==> src/rtl/multu_pipe.sv <==
// multu_pipe: pipelined unsigned multiplier with valid/ready handshakes.
//   Stage 1 captures the full 2*WIDTH product and the mode bit. The final
//   stage applies truncate/saturate and registers out_data/out_ovf, so the
//   pipeline holds exactly STAGES register stages. A single global advance
//   (adv = !out_valid || out_ready) moves every stage at once, and bubbles
//   are carried through rather than compressed.
// Ports:
//   clk, rst_n                 clock, async active-low reset
//   in_valid/in_ready          operand beat handshake (in_ready = adv)
//   in_a, in_b [WIDTH]         unsigned operands
//   in_mode                    0 = truncate, 1 = saturate
//   out_valid/out_ready        result beat handshake
//   out_data [WIDTH], out_ovf  result and "upper product bits nonzero"
//   ovf_clr                    synchronous clear of ovf_cnt (wins over increment)
//   ovf_cnt [16]               saturating count of delivered overflowed results
module multu_pipe #(
  parameter int WIDTH  = 8,
  parameter int STAGES = 2
) (
  input  logic             clk,
  input  logic             rst_n,
  input  logic             in_valid,
  output logic             in_ready,
  input  logic [WIDTH-1:0] in_a,
  input  logic [WIDTH-1:0] in_b,
  input  logic             in_mode,
  output logic             out_valid,
  input  logic             out_ready,
  output logic [WIDTH-1:0] out_data,
  output logic             out_ovf,
  input  logic             ovf_clr,
  output logic [15:0]      ovf_cnt
);
  localparam int PW = 2 * WIDTH;

  typedef struct packed {
    logic          mode;
    logic [PW-1:0] prod;
  } stg_t;

  logic             w_adv;
  stg_t             w_in;
  stg_t             w_fin;
  logic             w_fin_vld;
  logic             w_ovf;
  logic [WIDTH-1:0] w_res;

  logic             r_out_vld;
  logic [WIDTH-1:0] r_data;
  logic             r_ovf;
  logic [15:0]      r_cnt;

  assign w_adv    = !r_out_vld || out_ready;
  assign in_ready = w_adv;

  assign w_in.mode = in_mode;
  assign w_in.prod = PW'(in_a) * PW'(in_b);

  // With one stage the formatter feeds straight from the operands;
  // otherwise stages 1..STAGES-1 carry the raw product and mode.
  generate
    if (STAGES == 1) begin : g_direct
      assign w_fin     = w_in;
      assign w_fin_vld = in_valid;
    end else begin : g_pipe
      stg_t               r_stg [1:STAGES-1];
      logic [STAGES-1:1]  r_vld;

      always_ff @(posedge clk or negedge rst_n) begin
        if (!rst_n) begin
          r_vld <= '0;
          for (int k = 1; k < STAGES; k++) r_stg[k] <= '0;
        end else if (w_adv) begin
          r_vld[1] <= in_valid;
          // Data only loads behind a valid beat, so bubbles leave it untouched.
          if (in_valid) r_stg[1] <= w_in;
          for (int k = 2; k < STAGES; k++) begin
            r_vld[k] <= r_vld[k-1];
            if (r_vld[k-1]) r_stg[k] <= r_stg[k-1];
          end
        end
      end

      assign w_fin     = r_stg[STAGES-1];
      assign w_fin_vld = r_vld[STAGES-1];
    end
  endgenerate

  assign w_ovf = |w_fin.prod[PW-1:WIDTH];
  assign w_res = (w_fin.mode && w_ovf) ? {WIDTH{1'b1}} : w_fin.prod[WIDTH-1:0];

  // Final stage: registered result, holds its last value across bubbles.
  always_ff @(posedge clk or negedge rst_n) begin
    if (!rst_n) begin
      r_out_vld <= 1'b0;
      r_data    <= '0;
      r_ovf     <= 1'b0;
    end else if (w_adv) begin
      r_out_vld <= w_fin_vld;
      if (w_fin_vld) begin
        r_data <= w_res;
        r_ovf  <= w_ovf;
      end
    end
  end

  always_ff @(posedge clk or negedge rst_n) begin
    if (!rst_n)
      r_cnt <= '0;
    else if (ovf_clr)
      r_cnt <= '0;
    else if (r_out_vld && out_ready && r_ovf && (r_cnt != 16'hFFFF))
      r_cnt <= r_cnt + 16'd1;
  end

  assign out_valid = r_out_vld;
  assign out_data  = r_data;
  assign out_ovf   = r_ovf;
  assign ovf_cnt   = r_cnt;

endmodule
==> config.mk <==
export PLATFORM = sky130hd
export DESIGN_NAME = multu_pipe
export DESIGN_NICKNAME = d
export VERILOG_FILES = /design/src/rtl/multu_pipe.sv
export SDC_FILE = /design/constraint.sdc
export NUM_CORES = 1
export LEC_CHECK = 0
export BUFFER_PORTS_ARGS = -buffer_cell sky130_fd_sc_hd__buf_4
export CAP_MARGIN = 10
export CORE_MARGIN = 3
export CORE_UTILIZATION = 44
export DETAILED_ROUTE_END_ITERATION = 6
export PLACE_DENSITY = 0.62
export SETUP_SLACK_MARGIN = 0.15
export SYNTH_ARGS = -nofsm -noshare
export SYNTH_HDL_FRONTEND = slang
export SYNTH_SLANG_ARGS = --single-unit
==> constraint.sdc <==
create_clock -name clk -period 3.6 [get_ports clk]
set_input_delay 0.18 -clock clk [delete_from_list [all_inputs] [get_ports clk]]
set_output_delay 0.18 -clock clk [all_outputs]
set_load 0.01 [all_outputs]
After elaboration in Yosys (flattened, before gate mapping)
Index checks and enable logic that the tools add are counted.
{"block": "word_totals", "regBits": 44, "in_bits": 22}
{"block": "op_classes", "n_addsub": 1, "multipliers": 1, "eq_ne": 1, "mux": 3, "n_reduce_logical": 10}
{"cell": "16-bit 2-to-1 mux", "n": 2}
{"cell": "16-bit by 1-bit adder with 16-bit output, second input constant", "n": 1}
{"cell": "8-bit by 8-bit multiplier with 16-bit output", "n": 1}
{"cell": "16-bit inequality test, second input constant", "n": 1}
{"cell": "8-bit 2-to-1 mux", "n": 1}
{"cell": "8-bit OR reduction", "n": 1}
{"cell": "1-bit logical AND", "n": 4}
{"cell": "2-bit AND reduction", "n": 2}
{"cell": "2-bit nonzero test", "n": 1}
{"cell": "1-bit logical NOT", "n": 1}
{"cell": "1-bit logical OR", "n": 1}

Depth between registers and ports, before layout
Gate-level depths: netlist of the first run.
{"block": "depth", "word_depth": 5, "ltp_mapped": 15, "mapped_depth_nobuf": 15}

Worst setup path before layout of the first run
Ideal clock, no wire load.
{"block": "synth_timing", "path_type": "input port to flip-flop", "start": "in in_b[7]", "end": "reg g_pipe.r_stg[13] (netlist name)", "t_arrival_ns": 3.678, "t_required_ns": 3.480, "path_slack_ns": -0.199, "stages": 13, "n_path_buf": 0, "cell_sequence": "and2_1 > fa_1 > fa_1 > fa_1 > inv_1 > fa_1 > inv_1 > ha_1 > o211ai_1 > a21oi_1 > o2111ai_1 > a21o_1 > a41o_1"}
{"block": "synth_between", "elab_chain_cells": 1}
{"element": "from (decl)", "line_no": "25", "rtl": "input logic [WIDTH-1:0] in_b,"}
{"element": "8-bit by 8-bit multiplier with 16-bit output", "line_no": "57", "rtl": "assign w_in.prod = PW'(in_a) * PW'(in_b);"}
{"element": "to (signal, indexed assignment)", "line_no": "79", "rtl": "if (r_vld[k-1]) r_stg[k] <= r_stg[k-1];"}
{"element": "to (decl)", "line_no": "66", "rtl": "stg_t r_stg [1:STAGES-1];"}
No other way between the ends.
A chain may end at the register's enable or synchronous reset.

Worst setup path after layout of the first run
{"block": "layout_timing", "start": "in in_a[5]", "end": "reg g_pipe.r_stg[14] (netlist name)"}
{"block": "layout_between", "elab_chain_cells": 1}
{"element": "from (decl)", "line_no": "24", "rtl": "input logic [WIDTH-1:0] in_a,"}
{"element": "8-bit by 8-bit multiplier with 16-bit output", "line_no": "57"}
No other way between the ends.

==> Flow_metrics.wiki, run 1 <==
{| class="wikitable"
! Metric !! Value
|-
| Total inserted antenna cells || 0
|-
| Area of the die || between 10000 and 15000 µm²
|-
| Switch Pwr || 0.000930 W
|-
| Shortest period the worst path allows || 3430 ps
|-
| First-pass DRT Iterations || 4
|-
| Post-DP HPWL || 6660 µm
|-
| Syn_area_per_cell || about 9.6 µm²
|-
| Initial Util || around 46%
|-
| Average vias per placed instance || 5.09
|-
| Total number of vias || 3065
|-
| Arr. time, crit path || 3580 ps
|-
| Area grow syn2layout || 23.8%
|-
| Initial drt markers || approximately 80
|-
| Max H-tree Level || 2
|-
| Cell with the most instances after synthesis || sky130_fd_sc_hd__inv_1
|-
| Slack of the worst reg-to-reg path || 1580 ps
|-
| Fraction of synthesis flops using an asynchronous set or reset pin || between 90% and 100%
|-
| Run status || completed
|-
| Post-layout net count || 588
|-
| Share of post-route cells with drive strength above 1 || 23.9%
|-
| Leakage power of the design || 2.36 nW
|-
| Number of filler instances in the final layout || 798
|-
| Internal power consumption || between 0.0015 and 0.002 W
|-
| Antenna violations before repair || 0
|-
| Required time at the worst-slack endpoint || 3740 ps
|-
| Power share of the clock group || 15.3%
|-
| Number of design rule violations left after detail routing || 0
|-
| Switching part of the total power || a little under two fifths
|-
| Met1 routed wirelength after detailed routing || 3970 µm
|-
| Standard cell core area || 8720 µm²
|-
| Yosys synthesis warning count || 0
|-
| Count of boundary I/O pins || 49
|-
| Final cycle utilization of the critical path || 95.4%
|-
| Number of standard cells after synthesis || 414
|-
| Start point of the worst min-delay path || in_mode
|-
| Post-synthesis instance area || 3970 µm²
|-
| Count of cell types in the netlist || 43
|-
| Average wire length per cell after detail routing || 13.4 µm
|-
| CTS clk-pin slew, worst paths || 80 ps
|-
| Post-Route Hold Slack || 127 ps
|-
| First-pass GRT wire length || 14300 µm
|-
| Clock Tree Buf Depth || 2
|-
| Total clock buffers created by CTS || 5
|-
| Buffer type at the clock tree root || sky130_fd_sc_hd__clkbuf_8
|-
| Core Rows || 34
|-
| Most instantiated cells after synthesis || 53 x sky130_fd_sc_hd__inv_1, 49 x sky130_fd_sc_hd__and2_1, 46 x sky130_fd_sc_hd__nand2_1
|-
| Worst-margin pin slew || between 800 and 900 ps
|-
| Slack of the critical path || 166 ps
|-
| Min-Delay Path Class || primary input to flop
|-
| Slew Limit Headroom || 41.2%
|-
| Highest ir drop seen on vdd || 250 µV
|-
| Largest net degree at the start of global routing || 45
|-
| Proportion of power drawn by flip-flops and latches || 28.1%
|-
| Seq/Total Area, Yosys || between 20% and 30%
|-
| Wire length on met3 || around 170 µm
|-
| Post-route antenna net violation count || 0
|-
| Final Slew Violations || 0
|-
| DR top layer || met4
|-
| Number of max-cap violations || 0
|-
| Critical path peak fanout || 5
|-
| Setup violations, final || 0
|-
| Post-Route Skew || between 8 and 9 ps
|-
| Largest cells by area after synthesis || sky130_fd_sc_hd__dfrtp_1 28%, sky130_fd_sc_hd__fa_1 18%, sky130_fd_sc_hd__ha_1 12%
|-
| Number of hold violations in the final report || 0
|-
| Proportion of netlist area held by the largest area contributor || 27.7%
|-
| Top cell type by total area after synthesis || sky130_fd_sc_hd__dfrtp_1
|-
| Congestion Overflow GR || 0
|-
| Type of element launching the critical path || primary input
|-
| Count of port buffers added during placement || 48
|-
| GR Util All Layers || ~17%
|-
| Vias in the first global route || 3052
|-
| Achievable clock frequency || 291 MHz
|-
| Clock tree from TritonCTS || yes
|-
| Endpoint of the most critical register-to-register path || ovf_cnt[0]$_DFFE_PN0P_
|-
| Combinational fraction of design power || 56.6%
|-
| Worst setup slack after placement || -227 ps
|-
| Syn Nets || 509
|-
| Count of cells along the worst register-to-register path || 6
|-
| Chip height || 101 µm
|-
| Gpl congestion || 0.852
|-
| Worst-case hold path end point || g_pipe.r_stg[16]$_DFFE_PN0P_
|-
| Clock latency of the later-clocked register in the worst-skew pair || approximately 300 ps
|-
| Primary FF master, synth || sky130_fd_sc_hd__dfrtp_1
|-
| Kind of critical path || primary input to flop
|-
| WL final || 8080 µm
|-
| Power Density || 498 nW/µm²
|-
| Flop and latch count out of synthesis || 44
|-
| Total length of routed met2 wires || 3880 µm
|-
| Number of synthesized flops with an enable pin || 0
|-
| Capturing element type of the critical path || flop
|-
| Setup repair after global routing missed its margin || yes
|-
| Number of post-CTS setup repair buffers || 0
|-
| Overall die width || 101 µm
|-
| Hold Crit Depth || 2
|-
| Sinks on the clock net || 44
|-
| Reg2reg start || ovf_cnt[0]$_DFFE_PN0P_
|}
-- final cells by class --
cell class	instances	area [µm²]	share of cell area [%]
Clock buffer	5	68.8	1.40
Timing Repair Buffer	79	638	13.0
Sequential cell	44	1100	22.4
Clock inverter	3	42.5	0.866
Tap cell	108	135	2.75
Inverter	53	199	4.05
Multi-Input combinational cell	310	2730	55.5
-- cell usage in the layout, fill, tap and decap left out, types with 9 or more instances in the layout --
master | synthesis | routed
sky130_fd_sc_hd__buf_4 | 0 | 71
sky130_fd_sc_hd__inv_1 | 53 | 49
sky130_fd_sc_hd__o21ai_0 | 16 | 11
sky130_fd_sc_hd__nand2_1 | 46 | 46
sky130_fd_sc_hd__and2_1 | 49 | 43
sky130_fd_sc_hd__fa_1 | 36 | 35
sky130_fd_sc_hd__xnor2_1 | 14 | 14
sky130_fd_sc_hd__ha_1 | 37 | 34
sky130_fd_sc_hd__dfrtp_1 | 44 | 44
sky130_fd_sc_hd__nor2_1 | 19 | 19
sky130_fd_sc_hd__a21oi_1 | 13 | 9
-- cells by family (layout without fill, tap and decap cells) --
kind of cell               after synthesis  count (layout)  share of synthesized area [%]
buffers and inverters                   60             140                           5.71
and+or+nand+nor                        151             151                           20.3
DFF                                     44              44                           27.7
muxes                                    5               5                           1.39
adders and majority gates               73              73                           29.8
AOI/OAI and AO/OA                       59              59                           10.2
xor gates and xnor gates                22              22                           4.86
-- worst max-delay path by stage --
stage / startpoint / to / slack (ps) / depth (start not counted)
floorplan: in_a[5] / g_pipe.r_stg[13]$_DFFE_PN0P_ / 130 / 13
global placement: in_a[5] / g_pipe.r_stg[14]$_DFFE_PN0P_ / -150 / 14
detailed placement: in_a[4] / g_pipe.r_stg[12]$_DFFE_PN0P_ / -230 / 14
CTS: in_a[4] / g_pipe.r_stg[14]$_DFFE_PN0P_ / 140 / 14
global route: in_a[5] / g_pipe.r_stg[14]$_DFFE_PN0P_ / 50 / 14
finish: in_a[5] / g_pipe.r_stg[14]$_DFFE_PN0P_ / 170 / 14
-- power groups by stage --
stage | Clock (W) | Combinational (W) | Sequential [W]
finish | 0.000375 | 0.00139 | 0.000687
global route | 0.000411 | 0.00158 | 0.000703
CTS | 0.000386 | 0.00137 | 0.000689
detailed placement | 0 | 0.00137 | 0.000698
global placement | 0 | 0.00133 | 0.000696
floorplan | 0 | 0.000888 | 0.000704
-- critical path, cell delays in order --
cell                       delay, ps
sky130_fd_sc_hd__buf_8           100
sky130_fd_sc_hd__and2_4          150
sky130_fd_sc_hd__fa_1            520
sky130_fd_sc_hd__inv_1            50
sky130_fd_sc_hd__fa_1            500
sky130_fd_sc_hd__fa_1            430
sky130_fd_sc_hd__fa_1            500
sky130_fd_sc_hd__inv_2            50
sky130_fd_sc_hd__ha_4            270
sky130_fd_sc_hd__o211ai_1        100
sky130_fd_sc_hd__o211ai_1        300
sky130_fd_sc_hd__a31oi_1         150
sky130_fd_sc_hd__xor2_1          180
sky130_fd_sc_hd__o21ai_1          80
-- routing by layer --
metal,vias up,track usage [%]
met5,-,0
met4,0,3.07
met3,4,2.15
met2,32,27.4
met1,1513,25.6
li1,1516,-
-- registers in the layout (all words and copies together), names as in the netlist --
signal,count
out_valid,1
g_pipe.r_stg,17
out_data,8
ovf_cnt,16
g_pipe.r_vld,1
out_ovf,1
-- timing repair --
action                                  4_1_cts  5_1_grt
gates resized for setup                       1       20
pin swaps                                     5        8
endpoints found under the setup margin        5        7
hold buffers                                  1        0
hold endpoints to repair                     44        0
-- per-stage QoR --
| step | util (%) | total power [W] | TNS, ps | instance area [µm²] | std cells |
|---|---|---|---|---|---|
| after floorplan | - | 0.00159 | 0 | 4030 | 414 |
| after global placement | 54.3 | 0.00203 | -746 | 4730 | 593 |
| after detailed placement | 54.3 | 0.00206 | -1210 | 4730 | 593 |
| after CTS | 55.7 | 0.00245 | 0 | 4850 | 602 |
| after global routing | 56.4 | 0.00269 | 0 | 4910 | 602 |
| final | 56.4 | 0.00245 | 0 | 4910 | 602 |
Note: power is estimated with default switching activity, not from simulation.
==> inputs of run 2 (changes only) <==
--- a/config.mk
+++ b/config.mk
@@ -7,9 +7,10 @@
 export LEC_CHECK = 0
 export BUFFER_PORTS_ARGS = -buffer_cell sky130_fd_sc_hd__buf_4
 export CAP_MARGIN = 10
-export CORE_MARGIN = 3
+export CORE_MARGIN = 1.5
 export CORE_UTILIZATION = 44
 export DETAILED_ROUTE_END_ITERATION = 6
+export GPL_TIMING_DRIVEN = 0
 export PLACE_DENSITY = 0.62
 export SETUP_SLACK_MARGIN = 0.15
 export SYNTH_ARGS = -nofsm -noshare
==> constraint.sdc (replaced) <==
create_clock -name clk -period 4.2 [get_ports clk]
set_input_delay 0.21 -clock clk [delete_from_list [all_inputs] [get_ports clk]]
set_output_delay 0.21 -clock clk [all_outputs]
set_load 0.01 [all_outputs]
==> Flow_metrics.wiki, run 2 (synthesized netlist as in run 1, its figures left out) <==
{| class="wikitable"
! Metric !! Value
|-
| Core Rows || 34
|-
| Setup tns final || 0 ps
|-
| Area grow syn2layout || 15.5%
|-
| Most common library cell in the layout ignoring fill and taps || sky130_fd_sc_hd__inv_1
|-
| Arr. time, crit path || 4050 ps
|-
| Post-Layout Cell Count || 578
|-
| Total clock buffers created by CTS || 5
|-
| Initial drt markers || 79
|-
| Required time at the worst-slack endpoint || 4380 ps
|-
| Kind of critical path || primary input to flop
|-
| Post-route antenna net violation count || 0
|-
| Post-DP HPWL || 6270 µm
|-
| Number of buffers and inverters on the critical path || 3
|-
| Utilization after layout || a little over half
|-
| Gpl congestion || around 0.78
|-
| Setup repair after global routing missed its margin || yes
|-
| Final Slew Violations || 0
|-
| Power, Total || 0.00186 W
|-
| Delay of the slowest cell on the worst path || 560 ps
|-
| Type of element launching the critical path || primary input
|-
| Clock tree from TritonCTS || yes
|-
| Total inserted antenna cells || 0
|-
| Clock latency of the later-clocked register in the worst-skew pair || 290 ps
|-
| Critical path peak fanout || 8
|-
| Post-Route Skew || just under 9 ps
|-
| Shortest period the worst path allows || 3870 ps
|-
| Family with the most delay on the worst path || adder cells
|-
| Buffer type at the clock tree root || sky130_fd_sc_hd__clkbuf_8
|-
| Worst-case hold path end point || g_pipe.r_stg[16]$_DFFE_PN0P_
|-
| Vias in the first global route || 2931
|-
| First-pass DRT Iterations || 4
|-
| Start point of the worst min-delay path || in_mode
|-
| Share of post-route cells with drive strength above 1 || ~15%
|-
| GR Util All Layers || 17.1%
|-
| Slack of the worst reg-to-reg path || 2160 ps
|-
| Worst-margin pin slew || 566 ps
|-
| Min-Delay Path Class || primary input to flop
|-
| Number of hold violations in the final report || 0
|-
| CP cell instances || buf_4 -> and2_1 -> fa_1 -> fa_1 -> fa_1 -> inv_1 -> fa_1 -> inv_1 -> ha_1 -> o211ai_1 -> a21oi_2 -> o2111ai_1 -> a21o_1 -> a41o_1
|-
| Slew Limit Headroom || 62.0%
|-
| WL final || 7790 µm
|-
| Sinks on the clock net || 44
|-
| Antenna violations before repair || 0
|-
| CTS clk-pin slew, worst paths || 80 ps
|-
| Endpoint of the most critical register-to-register path || ovf_cnt[11]$_DFFE_PN0P_
|-
| Congestion Overflow GR || 0
|-
| Reg2reg start || ovf_cnt[0]$_DFFE_PN0P_
|-
| Total number of vias || 3011
|-
| Count of port buffers added during placement || 47
|-
| Chip height || just under 100 µm
|-
| Hold Crit Depth || 2
|-
| Highest ir drop seen on vdd || 164 µV
|-
| Average vias per placed instance || 5.21
|-
| Number of max-cap violations || 0
|-
| Leading cell types in the layout, fill and taps excluded || 53 x sky130_fd_sc_hd__inv_1, 49 x sky130_fd_sc_hd__and2_1, 47 x sky130_fd_sc_hd__buf_4
|-
| Capturing element type of the critical path || flop
|-
| Number of design rule violations left after detail routing || 0
|-
| Post-Route Hold Slack || 164 ps
|-
| Number of cells after detailed placement || 569
|-
| Max H-tree Level || 2
|-
| Power Density || just over 400 nW/µm²
|-
| Initial Util || 45.5%
|-
| Run status || completed
|-
| Critical Path Slowest Stage Cell || sky130_fd_sc_hd__fa_1
|-
| Achievable clock frequency || ~260 MHz
|-
| Number of flip-flops under the largest register name || 17
|-
| Register bank with the most flops || g_pipe.r_stg
|-
| Average wire length per cell after detail routing || 13.5 µm
|-
| Post-layout net count || approximately 560
|-
| Count of boundary I/O pins || a little under 50
|-
| Largest net degree at the start of global routing || 45
|-
| Overall die width || 98.0 µm
|-
| CP most frequent cell || sky130_fd_sc_hd__fa_1
|-
| Final cycle utilization of the critical path || 92.1%
|-
| Clock Tree Buf Depth || 2
|-
| First-pass GRT wire length || 13700 µm
|-
| Setup violations, final || 0
|-
| Count of cells along the worst register-to-register path || 6
|-
| Area of the die || ~9600 µm²
|-
| Leakage power of the design || 2.20 nW
|-
| Standard cell core area || 8720 µm²
|}
## run 2: what timing repair did
item | CTS | global route
buffers inserted | 0 | 0
gates resized for setup | 0 | 2
endpoints found under the setup margin | 0 | 3
hold endpoints to repair | 44 | 0
hold buffers | 1 | 0
## run 2: cell type report
class / count / area [µm²]
well taps: 108 / 135
multi-input cells: 310 / 2650
clock buffers: 5 / 68.8
flip-flops and latches: 44 / 1100
repair buffers: 48 / 363
clock inverters: 3 / 42.5
fillers: 787 / 4140
inverters: 53 / 199
plain buffers: 7 / 27.5
## run 2: where the power goes
group          internal, W  leakage [nW]  switching, W  total, W
logic             0.000427          1.60      0.000523  0.000949
registers         0.000529         0.549     0.0000620  0.000591
clock network     0.000176        0.0541      0.000144  0.000320
## run 2: worst max path at each step
stage / slack [ps] / startpoint / cells past startpoint / endpoint
2_1_floorplan: 370 / in_b[7] / 13 / g_pipe.r_stg[13]$_DFFE_PN0P_
4_1_cts: 240 / in_b[7] / 14 / g_pipe.r_stg[13]$_DFFE_PN0P_
5_1_grt: 140 / in_b[7] / 14 / g_pipe.r_stg[13]$_DFFE_PN0P_
3_3_place_gp: -30 / in_b[7] / 14 / g_pipe.r_stg[13]$_DFFE_PN0P_
3_5_place_dp: -80 / in_b[7] / 14 / g_pipe.r_stg[13]$_DFFE_PN0P_
6_report: 330 / in_b[7] / 14 / g_pipe.r_stg[13]$_DFFE_PN0P_
## run 2: worst reg2reg max path: stages, from the launching register on
cell and delay [ps]:
sky130_fd_sc_hd__dfrtp_1 440, sky130_fd_sc_hd__ha_1 230, sky130_fd_sc_hd__nand4_1 260, sky130_fd_sc_hd__nor4_4 620, sky130_fd_sc_hd__nor3_1 150, sky130_fd_sc_hd__xnor2_1 170, sky130_fd_sc_hd__nor2_1 50
## run 2: routing by layer
metal	track usage [%]	vias to the layer above	wire length [µm]
met5	0	-	0
met4	2.64	0	25
met3	2.58	2	224
met2	26.5	40	3740
met1	25.9	1498	3790
li1	-	1471	-
## run 2: metrics by stage
| step | instance area (µm²) | setup WS, ps |
|---|---|---|
| floorplan | 3970 | 371 |
| global placement | 4460 | -32.7 |
| detailed placement | 4460 | -77.9 |
| CTS | 4580 | 235 |
| global route | 4590 | 135 |
| finish | 4590 | 334 |
==> inputs of run 3 (changes only) <==
==> constraint.sdc (replaced) <==
create_clock -name clk -period 3.85 [get_ports clk]
set_input_delay 0.1925 -clock clk [delete_from_list [all_inputs] [get_ports clk]]
set_output_delay 0.1925 -clock clk [all_outputs]
set_load 0.01 [all_outputs]
==> Flow_metrics.wiki, run 3 (synthesized netlist as in run 1, its figures left out) <==
{| class="wikitable"
! Metric !! Value
|-
| Power, Total || 0.00229 W
|-
| Post-DP HPWL || between 6000 and 7000 µm
|-
| Total number of vias || 3036
|-
| Worst-margin pin slew || 560 ps
|-
| Required time at the worst-slack endpoint || 4030 ps
|-
| Final Slew Violations || 0
|-
| Setup violations, final || 0
|-
| GR Util All Layers || between 10% and 20%
|-
| Core Rows || 34
|-
| Clock latency of the later-clocked register in the worst-skew pair || 290 ps
|-
| Min-Delay Path Class || primary input to flop
|-
| Hold Crit Depth || 2
|-
| Antenna violations before repair || 0
|-
| Utilization after layout || 54.4%
|-
| CTS clk-pin slew, worst paths || roughly 80 ps
|-
| Area grow syn2layout || 19.6%
|-
| Average vias per placed instance || between 5 and 6
|-
| Post-route antenna net violation count || 0
|-
| Delay of the slowest cell on the worst path || 530 ps
|-
| Number of hold violations in the final report || 0
|-
| Run status || completed
|-
| Count of boundary I/O pins || 49
|-
| Buffer type at the clock tree root || sky130_fd_sc_hd__clkbuf_8
|-
| Count of cells along the worst register-to-register path || 6
|-
| Initial Util || 45.5%
|-
| Average wire length per cell after detail routing || approximately 14 µm
|-
| Family with the most delay on the worst path || adder cells
|-
| CP most frequent cell || sky130_fd_sc_hd__fa_1
|-
| Chip height || 98.0 µm
|-
| Type of element launching the critical path || primary input
|-
| Arr. time, crit path || 3790 ps
|-
| Number of max-cap violations || 0
|-
| Capturing element type of the critical path || flop
|-
| Setup repair after global routing missed its margin || yes
|-
| Count of port buffers added during placement || 47
|-
| First-pass DRT Iterations || 4
|-
| Critical path peak fanout || 8
|-
| Leading cell types in the layout, fill and taps excluded || 50 x sky130_fd_sc_hd__inv_1, 50 x sky130_fd_sc_hd__buf_4, 46 x sky130_fd_sc_hd__nand2_1
|-
| Slew Limit Headroom || a little over three fifths
|-
| Total clock buffers created by CTS || 5
|-
| Area of the die || 9600 µm²
|-
| Critical Path Slowest Stage Cell || sky130_fd_sc_hd__fa_1
|-
| Overall die width || 98.0 µm
|-
| Area of placed instances || 4480 µm²
|-
| Share of post-route cells with drive strength above 1 || 19.6%
|-
| Number of design rule violations left after detail routing || 0
|-
| CP cell instances || buf_4 -> and2_1 -> fa_1 -> inv_2 -> fa_1 -> fa_1 -> fa_1 -> inv_2 -> ha_4 -> o211ai_1 -> a21oi_2 -> o2111ai_2 -> a21o_1 -> a41o_1
|-
| Register bank with the most flops || g_pipe.r_stg
|-
| Number of buffers and inverters on the critical path || 3
|-
| Max H-tree Level || 2
|-
| Post-Route Skew || ~5.6 ps
|-
| Final cycle utilization of the critical path || 93.6%
|-
| Total inserted antenna cells || 0
|-
| Standard cell core area || 8720 µm²
|-
| Clock Tree Buf Depth || 2
|-
| Number of flip-flops under the largest register name || 17
|-
| Number of filler instances in the final layout || 795
|-
| First-pass GRT wire length || 14000 µm
|-
| Sinks on the clock net || 44
|-
| Leakage power of the design || 2.25 nW
|-
| Largest net degree at the start of global routing || between 40 and 50
|-
| Clock tree from TritonCTS || yes
|-
| Highest ir drop seen on vdd || 237 µV
|-
| Power Density || approximately 480 nW/µm²
|-
| Gpl congestion || 0.798
|-
| Critical path depth || 14
|-
| Slack of the worst reg-to-reg path || 1860 ps
|-
| Achievable clock frequency || 277 MHz
|-
| Post-layout net count || 569
|-
| Congestion Overflow GR || 0
|-
| Shortest period the worst path allows || 3600 ps
|-
| Initial drt markers || 97
|-
| WL final || 8190 µm
|-
| Total non-filler cell area in the finished layout || 4750 µm²
|-
| Vias in the first global route || 2897
|-
| Kind of critical path || primary input to flop
|}
## run 3: area by class of cell
cell class	count	area [µm²]	area share (%)
tap	108	135	2.85
buffer	7	27.5	0.580
multi-input combinational	310	2770	58.3
sequential	44	1100	23.2
clock buffer	6	72.6	1.53
timing repair buffer	53	408	8.59
inverter	53	199	4.19
clock inverter	2	35.0	0.738
## run 3: routing by layer
metal  share of wire (%)  vias to the layer above  global-route usage (%)  wire [µm]
li1                    -                     1490                       -          -
met1                  49                     1503                    27.2       3980
met2                  49                       41                    26.9       3980
met3                 2.4                        2                    2.15        195
met4                0.34                        0                    2.64         28
met5                   0                        -                       0          0
## run 3: stage by stage
| stage | hold WS, ps | cells | setup TNS [ps] | worst slack [ps] |
|---|---|---|---|---|
| 3_5_place_dp | 225 | 569 | -872 | -236 |
| 5_1_grt | 126 | 583 | 0 | 144 |
| 4_1_cts | 130 | 580 | 0 | 164 |
| 6_report | 139 | 583 | 0 | 246 |
| 3_3_place_gp | 219 | 569 | -759 | -225 |
| 2_1_floorplan | -103 | 414 | 0 | 138 |
## run 3: worst reg2reg max path, delay by kind of cell (launching register included)
kind | cells | cell delay [ps]
simple gates | 4 | 1030
flops | 1 | 440
fa+ha+maj | 1 | 220
xor+xnor | 1 | 170
## run 3: final timing paths
check | end | start
max | g_pipe.r_stg[13]$_DFFE_PN0P_ | in_a[4]
min | g_pipe.r_stg[16]$_DFFE_PN0P_ | in_mode
min reg2reg | out_valid$_DFFE_PN0N_ | g_pipe.r_vld$_DFFE_PN0N_
min in group asynchronous | ovf_cnt[3]$_DFFE_PN0P_ | rst_n
max in group asynchronous | out_data[3]$_DFFE_PN0P_ | rst_n
max reg2reg | ovf_cnt[4]$_DFFE_PN0P_ | ovf_cnt[0]$_DFFE_PN0P_
## run 3: where the power goes
group	switching, W	internal (W)	leakage [nW]	total [W]
logic	0.000690	0.000611	1.64	0.00130
registers	0.0000703	0.000577	0.549	0.000647
clock network	0.000152	0.000193	0.0552	0.000345
total	0.000912	0.00138	2.25	0.00229
## run 3: repair_timing
action	in CTS	in global routing
pin swaps	8	22
hold buffers	1	0
buffers inserted	2	3
resized for setup	3	25
endpoints found under the hold margin	44	0
setup endpoints to repair	3	6
